$ cat config.mk
export PLATFORM = sky130hd
export DESIGN_NAME = store_buffer_flat
export DESIGN_NICKNAME = d
export VERILOG_FILES = /design/src/rtl/store_buffer_pkg.sv /design/src/rtl/store_buffer_if.sv /design/src/rtl/store_buffer.sv /design/src/flat_wrapper.sv
export SDC_FILE = /design/constraint.sdc
export NUM_CORES = 1
export LEC_CHECK = 0
export ABC_CLOCK_PERIOD_IN_PS = 4700
export CORE_ASPECT_RATIO = 0.9
export CORE_UTILIZATION = 40
export CTS_BUF_LIST = sky130_fd_sc_hd__clkbuf_4 sky130_fd_sc_hd__clkbuf_8 sky130_fd_sc_hd__clkbuf_16
export DETAILED_ROUTE_END_ITERATION = 7
export PLACE_DENSITY = 0.59
export SETUP_SLACK_MARGIN = 0.2
export SYNTH_ARGS = -nofsm -noshare
export SYNTH_HDL_FRONTEND = slang
export SYNTH_SLANG_ARGS = --single-unit
$ cat constraint.sdc
create_clock -name clk -period 4.7 [get_ports clk]
set_clock_uncertainty 0.1 [all_clocks]
set_input_delay 0.94 -clock clk [delete_from_list [all_inputs] [get_ports clk]]
set_output_delay 0.94 -clock clk [all_outputs]
set_load 0.02 [all_outputs]
$ cat src/rtl/store_buffer_pkg.sv
// Shared types and default widths for the store buffer and its bus interface.
// Default widths match the 64-word, 32-bit data memory.
package store_buffer_pkg;

  localparam int unsigned SB_DEPTH  = 4;
  localparam int unsigned SB_ADDR_W = 6;
  localparam int unsigned SB_DATA_W = 32;

  typedef struct packed {
    logic [SB_ADDR_W-1:0] addr;
    logic [SB_DATA_W-1:0] data;
  } sb_entry_t;

endpackage

$ cat src/rtl/store_buffer_if.sv
// Core/memory-side bus of the store buffer.
// The master modport is the core plus the data memory; the slave modport is the buffer.
interface store_buffer_if
  import store_buffer_pkg::*;
#(
  parameter int DEPTH  = SB_DEPTH,
  parameter int ADDR_W = SB_ADDR_W,
  parameter int DATA_W = SB_DATA_W
);
  localparam int CNT_W = $clog2(DEPTH + 1);

  logic              st_valid;
  logic [ADDR_W-1:0] st_addr;
  logic [DATA_W-1:0] st_data;
  logic              st_ready;
  logic              ld_req;
  logic [ADDR_W-1:0] ld_addr;
  logic              ld_hit;
  logic [DATA_W-1:0] ld_data;
  logic              mem_write;
  logic [ADDR_W-1:0] mem_addr;
  logic [DATA_W-1:0] mem_data_in;
  logic              flush;
  logic              empty;
  logic [CNT_W-1:0]  count;

  modport master (
    output st_valid, st_addr, st_data, ld_req, ld_addr, flush,
    input  st_ready, ld_hit, ld_data, mem_write, mem_addr, mem_data_in, empty, count
  );

  modport slave (
    input  st_valid, st_addr, st_data, ld_req, ld_addr, flush,
    output st_ready, ld_hit, ld_data, mem_write, mem_addr, mem_data_in, empty, count
  );

endinterface

$ cat src/rtl/store_buffer.sv
// In-order store buffer: queues core stores, drains one per idle memory cycle,
// and forwards the youngest matching buffered data to loads.
module store_buffer
  import store_buffer_pkg::*;
#(
  parameter int DEPTH  = SB_DEPTH,
  parameter int ADDR_W = SB_ADDR_W,
  parameter int DATA_W = SB_DATA_W
) (
  input  logic          clk,
  input  logic          rst_n,
  store_buffer_if.slave sb
);

  localparam int PTR_W = $clog2(DEPTH);
  localparam int CNT_W = $clog2(DEPTH + 1);

  sb_entry_t        entries [DEPTH];
  logic [PTR_W-1:0] wr_ptr;
  logic [PTR_W-1:0] rd_ptr;
  logic [CNT_W-1:0] count_q;

  logic      push;
  logic      pop;
  sb_entry_t head;

  assign head = entries[rd_ptr];

  // rst_n gates the outputs so nothing leaks onto the memory port while in reset.
  assign sb.st_ready   = rst_n && (count_q != CNT_W'(DEPTH)) && !sb.flush;
  assign sb.empty      = (count_q == '0);
  assign sb.mem_write  = !sb.empty && !sb.ld_req;
  assign sb.mem_addr   = !rst_n ? '0 : (sb.mem_write ? head.addr : sb.ld_addr);
  assign sb.mem_data_in = rst_n ? head.data : '0;
  assign sb.count      = count_q;

  assign push = sb.st_valid && sb.st_ready;
  assign pop  = sb.mem_write;

  // NOTE: sequential state uses non-blocking assignments so every register
  // samples pre-edge values, independent of block ordering.
  always_ff @(posedge clk or negedge rst_n) begin
    if (!rst_n) begin
      wr_ptr  <= '0;
      rd_ptr  <= '0;
      count_q <= '0;
    end else begin
      if (push) wr_ptr <= wr_ptr + 1'b1;
      if (pop)  rd_ptr <= rd_ptr + 1'b1;
      case ({push, pop})
        2'b10:   count_q <= count_q + 1'b1;
        2'b01:   count_q <= count_q - 1'b1;
        default: count_q <= count_q;
      endcase
    end
  end

  // NOTE: entry storage has no reset; count_q alone defines which entries are
  // valid, so stale contents are never observed and the array stays plain flops/RAM.
  always_ff @(posedge clk) begin
    if (push) entries[wr_ptr] <= '{addr: sb.st_addr, data: sb.st_data};
  end

  // Priority search from youngest (wr_ptr-1) to oldest valid entry.
  logic              fwd_hit;
  logic [DATA_W-1:0] fwd_data;
  logic [PTR_W-1:0]  idx;

  // NOTE: every always_comb output gets a default first so no path infers a latch.
  always_comb begin
    fwd_hit  = 1'b0;
    fwd_data = '0;
    idx      = '0;
    for (int i = 0; i < DEPTH; i++) begin
      idx = wr_ptr - PTR_W'(i + 1);
      if (!fwd_hit && (CNT_W'(i) < count_q) && (entries[idx].addr == sb.ld_addr)) begin
        fwd_hit  = 1'b1;
        fwd_data = entries[idx].data;
      end
    end
  end

  assign sb.ld_hit  = fwd_hit;
  assign sb.ld_data = fwd_data;

endmodule

$ cat src/flat_wrapper.sv
// flat-port wrapper written by rule: the top's interface ports become plain ports
module store_buffer_flat import store_buffer_pkg::*;
#(
  parameter int DEPTH  = SB_DEPTH,
  parameter int ADDR_W = SB_ADDR_W,
  parameter int DATA_W = SB_DATA_W
)
  (clk, rst_n, sb_st_valid, sb_st_addr, sb_st_data, sb_ld_req, sb_ld_addr, sb_flush, sb_st_ready, sb_ld_hit, sb_ld_data, sb_mem_write, sb_mem_addr, sb_mem_data_in, sb_empty, sb_count);
  store_buffer_if #(.DEPTH(DEPTH), .ADDR_W(ADDR_W), .DATA_W(DATA_W)) sb_i ();
  input  logic clk;
  input  logic rst_n;
  input wire logic [$bits(sb_i.st_valid)-1:0] sb_st_valid;
  input wire logic [$bits(sb_i.st_addr)-1:0] sb_st_addr;
  input wire logic [$bits(sb_i.st_data)-1:0] sb_st_data;
  input wire logic [$bits(sb_i.ld_req)-1:0] sb_ld_req;
  input wire logic [$bits(sb_i.ld_addr)-1:0] sb_ld_addr;
  input wire logic [$bits(sb_i.flush)-1:0] sb_flush;
  output wire logic [$bits(sb_i.st_ready)-1:0] sb_st_ready;
  output wire logic [$bits(sb_i.ld_hit)-1:0] sb_ld_hit;
  output wire logic [$bits(sb_i.ld_data)-1:0] sb_ld_data;
  output wire logic [$bits(sb_i.mem_write)-1:0] sb_mem_write;
  output wire logic [$bits(sb_i.mem_addr)-1:0] sb_mem_addr;
  output wire logic [$bits(sb_i.mem_data_in)-1:0] sb_mem_data_in;
  output wire logic [$bits(sb_i.empty)-1:0] sb_empty;
  output wire logic [$bits(sb_i.count)-1:0] sb_count;
  assign sb_i.st_valid = sb_st_valid;
  assign sb_i.st_addr = sb_st_addr;
  assign sb_i.st_data = sb_st_data;
  assign sb_i.ld_req = sb_ld_req;
  assign sb_i.ld_addr = sb_ld_addr;
  assign sb_i.flush = sb_flush;
  assign sb_st_ready = sb_i.st_ready;
  assign sb_ld_hit = sb_i.ld_hit;
  assign sb_ld_data = sb_i.ld_data;
  assign sb_mem_write = sb_i.mem_write;
  assign sb_mem_addr = sb_i.mem_addr;
  assign sb_mem_data_in = sb_i.mem_data_in;
  assign sb_empty = sb_i.empty;
  assign sb_count = sb_i.count;
  store_buffer #(.DEPTH(DEPTH), .ADDR_W(ADDR_W), .DATA_W(DATA_W)) u_core (.clk(clk), .rst_n(rst_n), .sb(sb_i));
endmodule
==> results.ini, run 1 <==
[timing]
setup_ws_ps = 275
tightest_slew_ps = 991
final_max_slew_viol_count = 0
finalHoldViolCount = 0
holdWs_ps = 510
min_period_over_period_pct = 94.1
rsz0062_at_grt = yes
fmax_mhz = 226
max-slew-margin-rel_pct = 34.0
min_period_ps = 4420
setup_violations = 0

[power_and_ir_drop]
ir_drop_mv = 0.498
p_sw_mw = 3.22
combPwrFrac_pct = 60.1
p_leak_nw = 4.66
pwr-share-seq_pct = 22.4
switching_share_pct = 38.5
pwr-share-clk_pct = 17.4
internal_power_mw = 5.16
powerDensity_nw_per_um2 = 593
p_total_mw = 8.38

[worst_setup_path]
cpMostUsedCell = buf_4
path_cells = inv_4 -> ha_4 -> buf_6 -> mux2i_2 -> xor2_1 -> nand3_2 -> a211oi_4 -> buf_4 -> and2_4 -> buf_12 -> clkbuf_16 -> nand2_2 -> o211ai_1 -> buf_4
cp-start-kind = flip-flop
critical-path-top-delay-family = buffers and inverters
crit_path_max_fanout = 8
max_stage_delay_ps = 460
critical_path_class = reg2out
critPathCaptureType = output pin
cp.arrival_ps = 3380
r2r_cells = 5
regToRegStartpoint = u_core.sb.count[0]
required_ps = 3660
critical-path-slowest-cell = dfrtp_4
reg2reg_to = u_core.entries[1][31]
path_buf_inv = 6
r2r_slack_ps = 1470

[finish]
synthToLayoutAreaGrowth_pct = 24.5
final_common_cell = mux4_2
drive_gt1_share_pct = 40.6
post-route-util_pct = 50.6
layout_common_cells = mux4_2, edfxtp_1, clkdlybuf4s50_1
finish.net_count = 943

[yosys]
synth_area_leader_cell = edfxtp_1
yosysSeqAreaShare_pct = 41.8
ys_seq_elements = 159
syn_inst = 740
synth_edf_count = 152
ys.flop_type = edfxtp_1
syn-num-nets = 798
yosys_warnings = 0
avgSynthCellArea_um2 = 15.3
synth_cell_types = 47
yosys-top-cells-area = edfxtp_1, mux4_2, nand2_1
syn_area_um2 = 11300
yosysTopAreaCellShare_pct = 40.2
async_flop_share_pct = 4.40

[clock_network]
cts_sinks = 159
cts_root_buffer = clkbuf_16
insertion_delay_ps = 420
clkTransAtPathRegs_ps = 70
clk_path_buf_depth = 2
htree_levels = 4
cts_tree = done
cts_buffers = 17
cts_hold_buf = 0

[job]
max-cap-violations = 0

[floorplanning]
coreArea_um2 = 27900
fp-row-count = 58
die-area_um2 = 29100
start_util_pct = 40.6
fp.dieW_um = 180
die_h_um = 162
ios = 126

[detailed_routing]
drc_errors = 6
vias = 8127
drt_iter0_markers = 626
wirelength_um = 32500
viasPerCell = 6.46
antenna_left = 0
dr.pass1.iters = 8
wl_per_cell_um = 25.9

[grt]
antenna_found_initial = 1
grt_pass1_wl_um = 48700
grt_max_degree = 66
grt-ovfl-total = 0
grt_pass1_vias = 8172
track_usage_pct = 22.5

[place]
io_buffers = 125
hpwl_um = 20700
place_congestion = 0.807
place_ws_ps = -157

[worst_hold_path]
min_path_type = in2async

[status]
status = finished, violations left
violations = DRC

## synthesized netlist by cell type (3+ instances only)
cell type,number
a21boi_1,8
buf_4,10
a21oi_1,17
and2_1,38
nand4_1,7
xnor2_1,20
mux2i_1,16
buf_6,5
nor4_1,14
nand2_1,84
a31o_1,3
nand3_1,13
buf_1,11
a311oi_1,3
edfxtp_1,152
nor2_1,18
mux4_2,186
and3_1,4
o211ai_1,24
ha_1,9
inv_1,6
o21ai_1,3
buf_2,20
dfrtp_1,7
xor2_1,10
clkbuf_1,27
## flip-flops by register name, indices dropped and copies added (netlist names)
name,cells
u_core.rd_ptr,2
u_core.wr_ptr,2
u_core.sb.count,3
u_core.entries,152
## worst max-delay path by stage
stage                     startpoint             end  cells after the start
floorplan           u_core.wr_ptr[1]  sb_ld_data[20]                     17
global placement       sb_ld_addr[0]  sb_ld_data[20]                     11
detailed placement     sb_ld_addr[3]  sb_ld_data[19]                      9
CTS                 u_core.wr_ptr[0]  sb_ld_data[12]                     13
global route        u_core.wr_ptr[0]  sb_ld_data[12]                     14
finish              u_core.wr_ptr[0]  sb_ld_data[13]                     14
## timing repair
action                     CTS  global route
buffers inserted             8             4
pin swaps                    5             9
setup endpoints to repair   33            32
gates cloned                 1             2
gates resized for setup     91            69
## layout make-up
class	count	area (um2)
well taps	360	450
inverters	6	27.5
fillers	2316	13800
multi-input cells	502	6360
clock buffers	17	425
repair buffers	199	1920
clock inverters	14	191
diodes	1	2.50
flip-flops and latches	159	4750
## power groups by stage
stage	Clock, mW	Combinational (mW)	Sequential [mW]
floorplan	0	3.60	1.78
global placement	0	4.78	1.89
detailed placement	0	4.86	1.90
CTS	1.48	4.97	1.87
global route	1.54	5.33	1.90
finish	1.46	5.04	1.88
## routing by layer
layer / part of all wire (%) / GRT usage (%) / wire length (um)
met5: 0 / 0 / 0
met4: 2.3 / 7.33 / 759
met3: 6.9 / 3.79 / 2260
met2: 52 / 40.0 / 17000
met1: 39 / 28.2 / 12600
## per-stage QoR
stage / setup TNS (ps) / instances / cell area, um2
2_1_floorplan: 0 / 740 / 11400
6_report: 0 / 1258 / 14100
5_1_grt: 0 / 1258 / 14100
3_5_place_dp: -2410 / 1211 / 13300
4_1_cts: 0 / 1251 / 14100
3_3_place_gp: -1920 / 1211 / 13300
## worst reg2reg max path: stages, from the launching register on
cell,delay (ps)
dfrtp_1,560
inv_1,140
ha_1,230
a211oi_1,670
and3_2,860
buf_4,360
## cell families after synthesis
logic type / after synthesis / share of synthesized area (%)
flip-flops: 159 / 41.8
multiplexers: 202 / 38.3
buffers and inverters: 79 / 3.49
AO/OA/AOI/OAI: 73 / 4.76
adder cells (fa/ha/maj): 9 / 0.992
AND/OR/NAND/NOR: 188 / 8.36
XOR/XNOR: 30 / 2.32
Note: power is estimated with default switching activity, not from simulation.
==> run 2, diff against run 1 <==
RECOVER_POWER = 100   (was not set)
==> results.ini, run 2 (same netlist as run 1, synthesis figures left out) <==
[detailed_routing]
antenna_left = 0
dr_wl_met2_um = 17100
met1Wirelength_um = 12500
wl_met3_um = 2360
viasPerCell = 6.43
highest_layer = met4
drc_errors = 6
wirelength_um = 32600
vias = 8103
dr.pass1.iters = 8
drt_iter0_markers = 630
wl_per_cell_um = 25.8

[finish]
final_common_cell = mux4_2
finalNonFillerCells = 1260
post-route-util_pct = 50.3
top_register = u_core.entries
layout_common_cells = mux4_2, edfxtp_1, nand2_1
finish.net_count = 943
synthToLayoutAreaGrowth_pct = 23.8
largest_reg_flops = 152
final.fill_count = 2346
drive_gt1_share_pct = 37.1

[floorplanning]
die_h_um = 162
fp.dieW_um = 180
die-area_um2 = 29100
ios = 126
fp-row-count = 58
coreArea_um2 = 27900
start_util_pct = 40.6

[clock_network]
cts_sinks = 159
clk_path_buf_depth = 2
cts_root_buffer = clkbuf_16
insertion_delay_ps = 430
htree_levels = 4
cts_tree = done
cts_buffers = 17
clkTransAtPathRegs_ps = 70

[power_and_ir_drop]
ir_drop_mv = 0.496
p_total_mw = 8.32
p_leak_nw = 4.64
powerDensity_nw_per_um2 = 592

[worst_hold_path]
min_path_type = in2async

[job]
max-cap-violations = 3

[grt]
grt_max_degree = 66
track_usage_pct = 22.5
grt_pass1_vias = 8172
antenna_found_initial = 3
grt-ovfl-total = 0
grt_pass1_wl_um = 48700

[timing]
min_period_ps = 4500
rsz0062_at_grt = yes
max-slew-margin-rel_pct = -3.98
finalHoldViolCount = 0
fmax_mhz = 222
final_max_slew_viol_count = 72
setup_violations = 0
setup_ws_ps = 196
min_period_over_period_pct = 95.8
tightest_slew_ps = 1560
holdWs_ps = 516

[status]
violations = DRC, capacitance limit, slew limit
status = finished, violations left

[worst_setup_path]
critPathCaptureType = output pin
cp.arrival_ps = 3460
required_ps = 3660
critical_path_class = reg2out
crit_path_max_fanout = 9
cp-start-kind = flip-flop

[place]
dp_cells = 1211
io_buffers = 125
place_ws_ps = -157
hpwl_um = 20700
place_congestion = 0.807

==> run 2: timing repair <==
action,CTS,global route
resized for setup,91,69
buffers inserted,8,4
pin swaps,5,9
hold buffers,0,0
endpoints found under the setup margin,33,32
cloned,1,2
==> run 2: stage by stage <==
step,instance area (um2),TNS (ps)
after floorplan,11400,0
after global placement,13300,-1920
after detailed placement,13300,-2410
after CTS,14100,0
after global routing,14100,0
final,14100,0
==> run 2: area by class of cell <==
| cell class | instances | area [um2] | share of cell area, % |
|---|---|---|---|
| well taps | 360 | 450 | 3.20 |
| inverters | 6 | 27.5 | 0.196 |
| diodes | 3 | 7.51 | 0.0534 |
| repair buffers | 199 | 1850 | 13.1 |
| multi-input cells | 502 | 6360 | 45.2 |
| clock inverters | 14 | 191 | 1.36 |
| clock buffers | 17 | 425 | 3.03 |
| flip-flops and latches | 159 | 4750 | 33.8 |
==> run 2: final timing paths <==
| path | end | slack, ps | from | cells past startpoint |
|---|---|---|---|---|
| min | u_core.sb.count[1] | 520 | rst_n | 2 |
| max | sb_ld_data[15] | 200 | u_core.wr_ptr[0] | 14 |
| max in group asynchronous | u_core.wr_ptr[0] | 3550 | rst_n | 2 |
| max reg2reg | u_core.entries[1][31] | 660 | u_core.sb.count[0] | 5 |
| min in group clk | u_core.wr_ptr[1] | 570 | u_core.wr_ptr[1] | 2 |
| min reg2reg | u_core.wr_ptr[1] | 570 | u_core.wr_ptr[1] | 2 |
==> run 2: report_power, final <==
part           internal [mW]  switching (mW)
clock                  0.854           0.611
sequential              1.67           0.214
combinational           2.57            2.40
total                   5.10            3.23
==> run 2: metal layers <==
metal | global-route usage, % | up-vias
li1 | - | 3380
met1 | 28.2 | 4264
met2 | 40.0 | 411
met3 | 3.79 | 48
met4 | 7.33 | 0
met5 | 0 | -
==> run 2: worst max-delay path, cell delays in order, from the launching register on <==
cell      delay, ps
dfrtp_4         460
inv_4            50
ha_4            320
buf_6           150
mux4_2          320
xnor2_2         190
o31ai_4         120
nor4_4          330
buf_12          160
buf_4           140
clkbuf_2        240
nor4_1          100
a21oi_1         140
o211ai_1        130
clkbuf_2        170
